`config.mk`:
```
export PLATFORM = sky130hd
export DESIGN_NAME = conv2d_seq_engine
export DESIGN_NICKNAME = d
export VERILOG_FILES = /design/src/rtl/conv2d_pkg.sv /design/src/rtl/conv2d_mac_unit.sv /design/src/rtl/conv2d_seq_engine.sv
export SDC_FILE = /design/constraint.sdc
export NUM_CORES = 1
export LEC_CHECK = 0
export CORE_MARGIN = 3
export CORE_UTILIZATION = 31
export CTS_CLUSTER_SIZE = 24
export DETAILED_ROUTE_END_ITERATION = 12
export PLACE_DENSITY = 0.43
export SLEW_MARGIN = 10
export SYNTH_ARGS = -nofsm -noshare
export SYNTH_HDL_FRONTEND = slang
export SYNTH_SLANG_ARGS = --single-unit
```
`constraint.sdc`:
```
create_clock -name clk -period 5.5 [get_ports clk]
set_input_delay 0.825 -clock clk [delete_from_list [all_inputs] [get_ports clk]]
set_output_delay 0.825 -clock clk [all_outputs]
set_load 0.01 [all_outputs]
```
`src/rtl/conv2d_pkg.sv`:
```
// Shared types and width helpers for the sequential 2-D causal convolution engine.
package conv2d_pkg;

  typedef enum logic [1:0] {StIdle, StMac, StEmit, StDone} conv_state_t;

  // Output width that can hold N*N full-precision DW x DW products without overflow.
  function automatic int unsigned conv_ow(input int unsigned n, input int unsigned dw);
    return 2 * dw + $clog2(n * n);
  endfunction

endpackage

```
`src/rtl/conv2d_mac_unit.sv`:
```
// Single DW x DW multiplier feeding a registered OW-bit accumulator with clear and enable.
module conv2d_mac_unit #(
  parameter int unsigned DW = 4,
  parameter int unsigned OW = 12
) (
  input  logic          clk,
  input  logic          rst_n,
  input  logic          clr,
  input  logic          en,
  input  logic [DW-1:0] op_a,
  input  logic [DW-1:0] op_b,
  output logic [OW-1:0] acc
);

  logic [2*DW-1:0] prod;

  assign prod = op_a * op_b;

  always_ff @(posedge clk) begin
    if (!rst_n) begin
      acc <= '0;
    end else if (clr) begin
      acc <= '0;
    end else if (en) begin
      acc <= acc + OW'(prod);
    end
  end

endmodule

```
`src/rtl/conv2d_seq_engine.sv`:
```
// N x N causal 2-D convolution on one time-shared MAC; matrices loaded via a write port,
// results streamed in raster order over valid/ready.
module conv2d_seq_engine
  import conv2d_pkg::*;
#(
  parameter int unsigned N  = 4,
  parameter int unsigned DW = 4,
  parameter int unsigned AW = $clog2(N),
  parameter int unsigned OW = conv_ow(N, DW)
) (
  input  logic          clk,
  input  logic          rst_n,
  input  logic          ld_valid,
  output logic          ld_ready,
  input  logic          ld_sel,
  input  logic [AW-1:0] ld_row,
  input  logic [AW-1:0] ld_col,
  input  logic [DW-1:0] ld_data,
  input  logic          start,
  output logic          busy,
  output logic          done,
  output logic          y_valid,
  input  logic          y_ready,
  output logic [AW-1:0] y_row,
  output logic [AW-1:0] y_col,
  output logic [OW-1:0] y_data
);

  localparam logic [AW-1:0] Last = AW'(N - 1);

  logic [DW-1:0] x_q [N][N];
  logic [DW-1:0] h_q [N][N];

  conv_state_t   state_q;
  logic [AW-1:0] i_q, j_q, a_q, b_q;
  logic [AW-1:0] h_r, h_c;
  logic          mac_clr, mac_en;

  always_ff @(posedge clk) begin
    if (!rst_n) begin
      for (int r = 0; r < N; r++) begin
        for (int c = 0; c < N; c++) begin
          x_q[r][c] <= '0;
          h_q[r][c] <= '0;
        end
      end
    end else if (ld_valid && ld_ready) begin
      if (ld_sel) h_q[ld_row][ld_col] <= ld_data;
      else        x_q[ld_row][ld_col] <= ld_data;
    end
  end

  always_comb begin
    h_r     = i_q - a_q;
    h_c     = j_q - b_q;
    mac_en  = (state_q == StMac);
    // Clear on run start and on every completed output transfer.
    mac_clr = (state_q == StIdle && start) || (state_q == StEmit && y_ready);
  end

  conv2d_mac_unit #(
    .DW(DW),
    .OW(OW)
  ) u_mac (
    .clk  (clk),
    .rst_n(rst_n),
    .clr  (mac_clr),
    .en   (mac_en),
    .op_a (x_q[a_q][b_q]),
    .op_b (h_q[h_r][h_c]),
    .acc  (y_data)
  );

  always_ff @(posedge clk) begin
    if (!rst_n) begin
      state_q  <= StIdle;
      i_q      <= '0;
      j_q      <= '0;
      a_q      <= '0;
      b_q      <= '0;
      busy     <= 1'b0;
      done     <= 1'b0;
      y_valid  <= 1'b0;
      ld_ready <= 1'b1;
    end else begin
      done <= 1'b0;
      unique case (state_q)
        StIdle: begin
          if (start) begin
            state_q  <= StMac;
            i_q      <= '0;
            j_q      <= '0;
            a_q      <= '0;
            b_q      <= '0;
            busy     <= 1'b1;
            ld_ready <= 1'b0;
          end
        end
        StMac: begin
          if (a_q == i_q && b_q == j_q) begin
            state_q <= StEmit;
            y_valid <= 1'b1;
          end else if (b_q == j_q) begin
            b_q <= '0;
            a_q <= a_q + 1'b1;
          end else begin
            b_q <= b_q + 1'b1;
          end
        end
        StEmit: begin
          if (y_ready) begin
            y_valid <= 1'b0;
            a_q     <= '0;
            b_q     <= '0;
            if (i_q == Last && j_q == Last) begin
              state_q <= StDone;
              done    <= 1'b1;
              busy    <= 1'b0;
              i_q     <= '0;
              j_q     <= '0;
            end else begin
              state_q <= StMac;
              if (j_q == Last) begin
                j_q <= '0;
                i_q <= i_q + 1'b1;
              end else begin
                j_q <= j_q + 1'b1;
              end
            end
          end
        end
        StDone: begin
          state_q  <= StIdle;
          ld_ready <= 1'b1;
        end
        default: state_q <= StIdle;
      endcase
    end
  end

  assign y_row = i_q;
  assign y_col = j_q;

endmodule

```
==> flow_summary.yaml, run 1 <==
timing:
  holdWs_ns: 0.471
  worst_pin_slew_ns: 1.15
  drv_slew: 0
  tns_ns: 0
  finalHoldViolCount: 0
  finalSetupViolCount: 0
  slew_headroom_pct: 23.1
  rsz0062_at_grt: "false"
  fmaxAchievable_mhz: 192
  fin_crit_ns: 5.21
  fin_worst_skew_ns: 0.0232
  fin_crit_sh_pct: 94.7
placement:
  port_buffers: 33
  dpl-instance-area_um2: 9080
  gp_congestion: 0.784
  dpl.hpwl_um: 14900
worst_setup_path:
  crit_cells: 17
  crit_end: "u_mac.acc[10]"
  criticalPathCategory: "reg -> reg"
  cp-end-kind: "flip-flop"
  setup.worst_path.start: "y_row[0]"
  slowest_delay_ns: 0.55
  worst-path-buf-inv: 3
  crit_fanout: 12
  reg2reg_to: "u_mac.acc[10]"
  crit_top_cell: "fa_1"
  startpoint_type: "flip-flop"
  reg2reg_setup_slack_ns: 0.29
  crit-reg2reg-launch: "y_row[0]"
  ff2ff_path_depth: 17
  cp.required_ns: 5.76
  crit_slowest_cell: "or4b_1"
  crit_chain: "inv_1 > ha_2 > xnor3_4 > buf_4 > a211oi_2 > nor3_1 > or4b_1 > fa_1 > fa_1 > fa_1 > inv_1 > ha_1 > o21ai_0 > o21ai_1 > a41o_1 > a31oi_1 > nor3b_1"
  cp.arrival_ns: 5.47
  crit_family: "adder cells"
logic_synthesis:
  ys_types: 64
  synth-seq-area-share_pct: 52.7
  synth_compound_area_share_pct: 10.6
  synth_mux_area_share_pct: 7.93
  yosysTopAreaCell: "edfxtp_1"
  ys_seq_elements: 156
  synth_edf_count: 128
  yosysWarnings: 0
  synth_top_area_share_pct: 46.0
  synthSimpleGateAreaFrac_pct: 19.3
  syn-num-nets: 771
  synth_top_family_by_area: "simple AND/OR/NAND/NOR gates"
  ys_top_cells_by_area: "edfxtp_1 46%, and2_1 9.7%, dfxtp_1 6.7%, mux4_2 4.3%, mux2i_1 3.4%"
  synth_area_per_cell_um2: 11.5
  synthesis.area_um2: 8360
  ys_async_sr_fraction_pct: 0
  ys.flop_type: "edfxtp_1"
  synthXorXnorAreaFrac_pct: 0.898
  synth_cells: 726
  synth_fa_ha_area_share_pct: 5.45
route:
  vias: 5635
  antenna_left: 0
  drt_iter0_drc: 560
  finalWirelength_um: 21300
  vias_per_cell: 5.08
  drcViolationCount: 0
  first_pass_iters: 5
  wl_per_cell_um: 19.2
clock_tree:
  cts_root_buffer: "clkbuf_16"
  clock_path_buffers: 2
  cts_max_level: 4
  cts-buffers-inserted: 17
  clkLatencyLatePin_ns: 0.44
  clkTransAtPathRegs_ns: 0.07
  cts.sinks: 156
  tritoncts: "done"
  cts_hold_buf: 0
cells_and_area:
  stdcell_area_um2: 9690
  filler_cell_count: 2521
  multi_input_area_um2: 3710
  drive_above_1_share_pct: 11.5
  finish.net_count: 806
  diodes: 0
  regArea_um2: 4400
  layout_common_cells: "130 x and2_1, 128 x edfxtp_1, 56 x nor2_1"
  layout_commonest_cell: "and2_1"
  areaGrowthSynthToFinish_pct: 15.9
pwr:
  combPwrFrac_pct: 7.7
  switchingPower_mw: 0.670
  p_int_mw: 2.02
  p_leak_nw: 3.67
  swShare_pct: 24.9
  cellPowerDensity_nw_per_um2: 278
  seqPwrFrac_pct: 49.9
  peakVddDrop_mv: 0.190
  clock_power_share_pct: 42.4
floorplan:
  fp.dieArea_um2: 29000
  row_count: 59
  die_y_um: 170
  initial_core_util_pct: 31.8
  die_x_um: 170
  io_pins: 34
  core_area_um2: 26300
global_route:
  grt_util_all_layers_pct: 15.0
  grt_max_degree: 36
  grt_pass1_vias: 5614
  grt_pass1_wl_um: 32800
  overflow: 0
  antenna_found_initial: 0
job:
  maxCapViolCount: 0
hold_path:
  worstHoldStart: "y_valid"
  hold_class: "reg -> reg"
run_status:
  status: "completed"
[area by class of cell]
| class | instances | share of cell area, % |
|---|---|---|
| repair buffers | 54 | 5.19 |
| clock inverters | 15 | 1.41 |
| clock buffers | 17 | 4.39 |
| flip-flops and latches | 156 | 45.5 |
| inverters | 24 | 0.930 |
| multi-input cells | 508 | 38.3 |
| well taps | 335 | 4.33 |
[routing by layer]
metal  vias up  global-route usage [%]  share of wire [%]
met3        14                    3.28                4.0
met1      2767                    21.6                 49
li1       2724                       -                  -
met4         0                    3.63               0.93
met2       130                    23.4                 46
met5         -                       0                  0
[tightest hold or removal path, stage by stage, from the launching register on]
cell and delay [ns]:
dfxtp_1 0.32, nand2_1 0.05, a21oi_1 0.05
[worst min path at each step]
| stage | endpoint | slack (ns) | cells after the start |
|---|---|---|---|
| 5_1_grt | y_valid | 0.49 | 2 |
| 3_5_place_dp | y_valid | 0.46 | 2 |
| 6_report | y_valid | 0.47 | 2 |
| 4_1_cts | y_valid | 0.47 | 2 |
| 3_3_place_gp | u_mac.acc[3] | 0.46 | 2 |
| 2_1_floorplan | u_mac.acc[3] | 0.49 | 2 |
[timing repair]
action	CTS	global route
resized for setup	0	7
setup buffers	0	2
endpoints found under the setup margin	0	7
[Yosys cell counts (6+ instances only)]
| library cell | number |
|---|---|
| a211oi_1 | 7 |
| a21oi_1 | 20 |
| and2_1 | 130 |
| clkbuf_1 | 30 |
| dfxtp_1 | 28 |
| edfxtp_1 | 128 |
| fa_1 | 9 |
| ha_1 | 22 |
| inv_1 | 24 |
| mux2i_1 | 28 |
| mux4_2 | 16 |
| nand2_1 | 34 |
| nand2b_1 | 10 |
| nand3_1 | 10 |
| nor2_1 | 57 |
| nor2b_1 | 7 |
| nor4_1 | 8 |
| o21ai_0 | 48 |
| o22ai_1 | 10 |
| or3_1 | 6 |
[power groups by stage]
stage | clock network (mW) | registers (mW) | logic, mW
final | 1.14 | 1.34 | 0.208
after global routing | 1.22 | 1.35 | 0.232
after CTS | 1.16 | 1.34 | 0.209
after detailed placement | 0 | 1.37 | 0.209
after global placement | 0 | 1.37 | 0.206
after floorplan | 0 | 1.36 | 0.131
[logic make-up (layout without fill, tap and decap cells)]
group / count (synthesis) / count (layout)
mux: 46 / 46
buf+inv: 62 / 110
simple gates: 292 / 292
xor+xnor: 5 / 5
flops: 156 / 156
fa+ha+maj: 31 / 31
compound gates: 134 / 134
[metrics by stage]
stage | util [%] | std cells | setup WS (ns) | total power [mW]
after floorplan | - | 726 | 0.582 | 1.49
after detailed placement | 34.6 | 1075 | 0.0982 | 1.58
final | 36.9 | 1109 | 0.289 | 2.69
after CTS | 36.7 | 1107 | 0.101 | 2.72
after global routing | 36.9 | 1109 | 0.00695 | 2.80
after global placement | 34.6 | 1075 | 0.185 | 1.58
[registers in the layout (all words and copies together) (netlist names), 2 cells and up, named ones only]
register / flops
h_q: 64
a_q: 2
y_col: 2
y_row: 2
x_q: 64
u_mac.acc: 12
state_q: 2
b_q: 2
Power figures use the tool's default switching activity.
==> run 2, diff against run 1 <==
- ABC_CLOCK_PERIOD_IN_PS: unset -> 5500
- CORE_UTILIZATION: 31 -> 30
- CTS_BUF_LIST: unset -> sky130_fd_sc_hd__clkbuf_4 sky130_fd_sc_hd__clkbuf_8 sky130_fd_sc_hd__clkbuf_16
- PLACE_DENSITY: 0.43 -> 0.42
==> run 2 against run 1 <==
  * Die area up 3.2%
  * Largest power group unchanged
  * Flip-flop and latch count did not move
  * Utilization decreased by 1.0 points
  * Global-route usage shrank 0.41 points
  * Register-to-register slack gained 0.04 ns
==> flow_summary.yaml, run 2 (same netlist as run 1, synthesis figures left out) <==
hold_path:
  worstHoldStart: "u_mac.acc[3]"
  holdPathStages: 2
  hold_class: "reg -> reg"
timing:
  finalSetupViolCount: 0
  drv_slew: 0
  finalHoldViolCount: 0
  slew_headroom_pct: 26.3
  rsz0062_at_grt: "false"
  fmaxAchievable_mhz: 193
  fin_ws_ns: 0.326
  worst_pin_slew_ns: 1.10
  fin_worst_skew_ns: 0.00691
  fin_crit_ns: 5.17
  fin_crit_sh_pct: 94.1
  tns_ns: 0
cells_and_area:
  drive_above_1_share_pct: 11.3
  diodes: 0
  stdcell_area_um2: 9740
  layout_commonest_cell: "and2_1"
  filler_cell_count: 2758
  layout_common_cells: "130 x and2_1, 128 x edfxtp_1, 57 x nor2_1"
  postLayoutCoreUtil_pct: 35.8
  areaGrowthSynthToFinish_pct: 16.5
  finalNonFillerCells: 1148
  reg_top3: "h_q (64), x_q (64), u_mac.acc (12)"
  finish.net_count: 808
route:
  wl_per_cell_um: 18.9
  finalWirelength_um: 21700
  drcViolationCount: 0
  vias: 5731
  drt_iter0_drc: 415
  first_pass_iters: 5
  vias_per_cell: 4.99
  antenna_left: 0
floorplan:
  initial_core_util_pct: 30.8
  fp.dieArea_um2: 29900
  core_area_um2: 27200
  row_count: 60
  die_x_um: 173
  io_pins: 34
  die_y_um: 173
worst_setup_path:
  startpoint_type: "flip-flop"
  crit_fanout: 15
  crit_top_cell: "fa_1"
  crit_slowest_cell: "or4b_1"
  crit_cells: 17
  cp.arrival_ns: 5.44
  slowest_delay_ns: 0.57
  crit-reg2reg-launch: "y_row[0]"
  criticalPathCategory: "reg -> reg"
  setup.worst_path.start: "y_row[0]"
  cp.required_ns: 5.77
  worst-path-buf-inv: 3
  cp-end-kind: "flip-flop"
  crit_family: "adder cells"
  ff2ff_path_depth: 17
  crit_chain: "inv_1 > ha_2 > xnor3_4 > buf_4 > a211oi_2 > nor4_1 > or4b_1 > fa_1 > fa_1 > fa_1 > inv_1 > ha_1 > o21ai_1 > o21ai_1 > a41o_1 > nand4_1 > nor3b_1"
pwr:
  combPwrFrac_pct: 7.7
  p_leak_nw: 3.67
  peakVddDrop_mv: 0.198
  switchingPower_mw: 0.723
  p_int_mw: 2.00
  seqPwrFrac_pct: 49.4
  cellPowerDensity_nw_per_um2: 279
  clock_power_share_pct: 42.9
  swShare_pct: 26.6
placement:
  dpl-instance-area_um2: 9130
  dpl.hpwl_um: 15100
  dp_slack_ns: 0.113
  port_buffers: 33
  place_inst: 1113
  gp_congestion: 0.802
clock_tree:
  cts-buffers-inserted: 17
  cts_max_level: 4
  tritoncts: "done"
  cts.sinks: 156
  clkLatencyLatePin_ns: 0.43
  clock_path_buffers: 2
  cts_hold_buf: 0
  clkTransAtPathRegs_ns: 0.07
  cts_root_buffer: "clkbuf_16"
global_route:
  antenna_found_initial: 0
  grt_pass1_vias: 5655
  grt_max_degree: 36
  grt_util_all_layers_pct: 14.6
  overflow: 0
  grt_pass1_wl_um: 33500
run_status:
  status: "completed"
job:
  maxCapViolCount: 0
-- run 2: area by class of cell --
type / count / area [um2] / area share, %
multi-input cells: 508 / 3700 / 38.0
inverters: 24 / 90.1 / 0.925
clock buffers: 17 / 425 / 4.37
repair buffers: 56 / 503 / 5.16
well taps: 372 / 465 / 4.78
clock inverters: 15 / 153 / 1.57
flip-flops and latches: 156 / 4400 / 45.2
-- run 2: routing by layer --
metal	global-route usage, %	share of wire (%)	up-vias
met5	0	0	-
met4	3.75	1.1	0
met3	3.34	4.1	24
met2	22.9	46	131
met1	20.6	49	2842
li1	-	-	2734
-- run 2: worst min-delay path, cell delays in order (launching register included) --
cell     delay (ns)
dfxtp_1        0.32
nand2_1        0.06
a21oi_1        0.05
-- run 2: final timing paths --
path | endpoint | slack (ns)
setup / recovery | u_mac.acc[10] | 0.33
hold / removal | u_mac.acc[3] | 0.47
setup reg to reg | u_mac.acc[10] | 0.33
hold reg to reg | u_mac.acc[3] | 0.47
-- run 2: power groups by stage --
stage | clock network [mW] | logic (mW) | registers, mW
CTS | 1.20 | 0.213 | 1.34
floorplan | 0 | 0.131 | 1.36
finish | 1.17 | 0.211 | 1.34
global placement | 0 | 0.211 | 1.37
global route | 1.25 | 0.235 | 1.35
detailed placement | 0 | 0.212 | 1.37
-- run 2: metrics by stage --
step	total power [mW]	hold WS, ns
6_report	2.72	0.471
5_1_grt	2.84	0.494
4_1_cts	2.75	0.478
3_5_place_dp	1.58	0.470
3_3_place_gp	1.58	0.461
2_1_floorplan	1.49	0.488
-- run 2: repair_timing --
action,4_1_cts,5_1_grt
resized for setup,0,6
endpoints found under the setup margin,0,7
buffers inserted,0,3
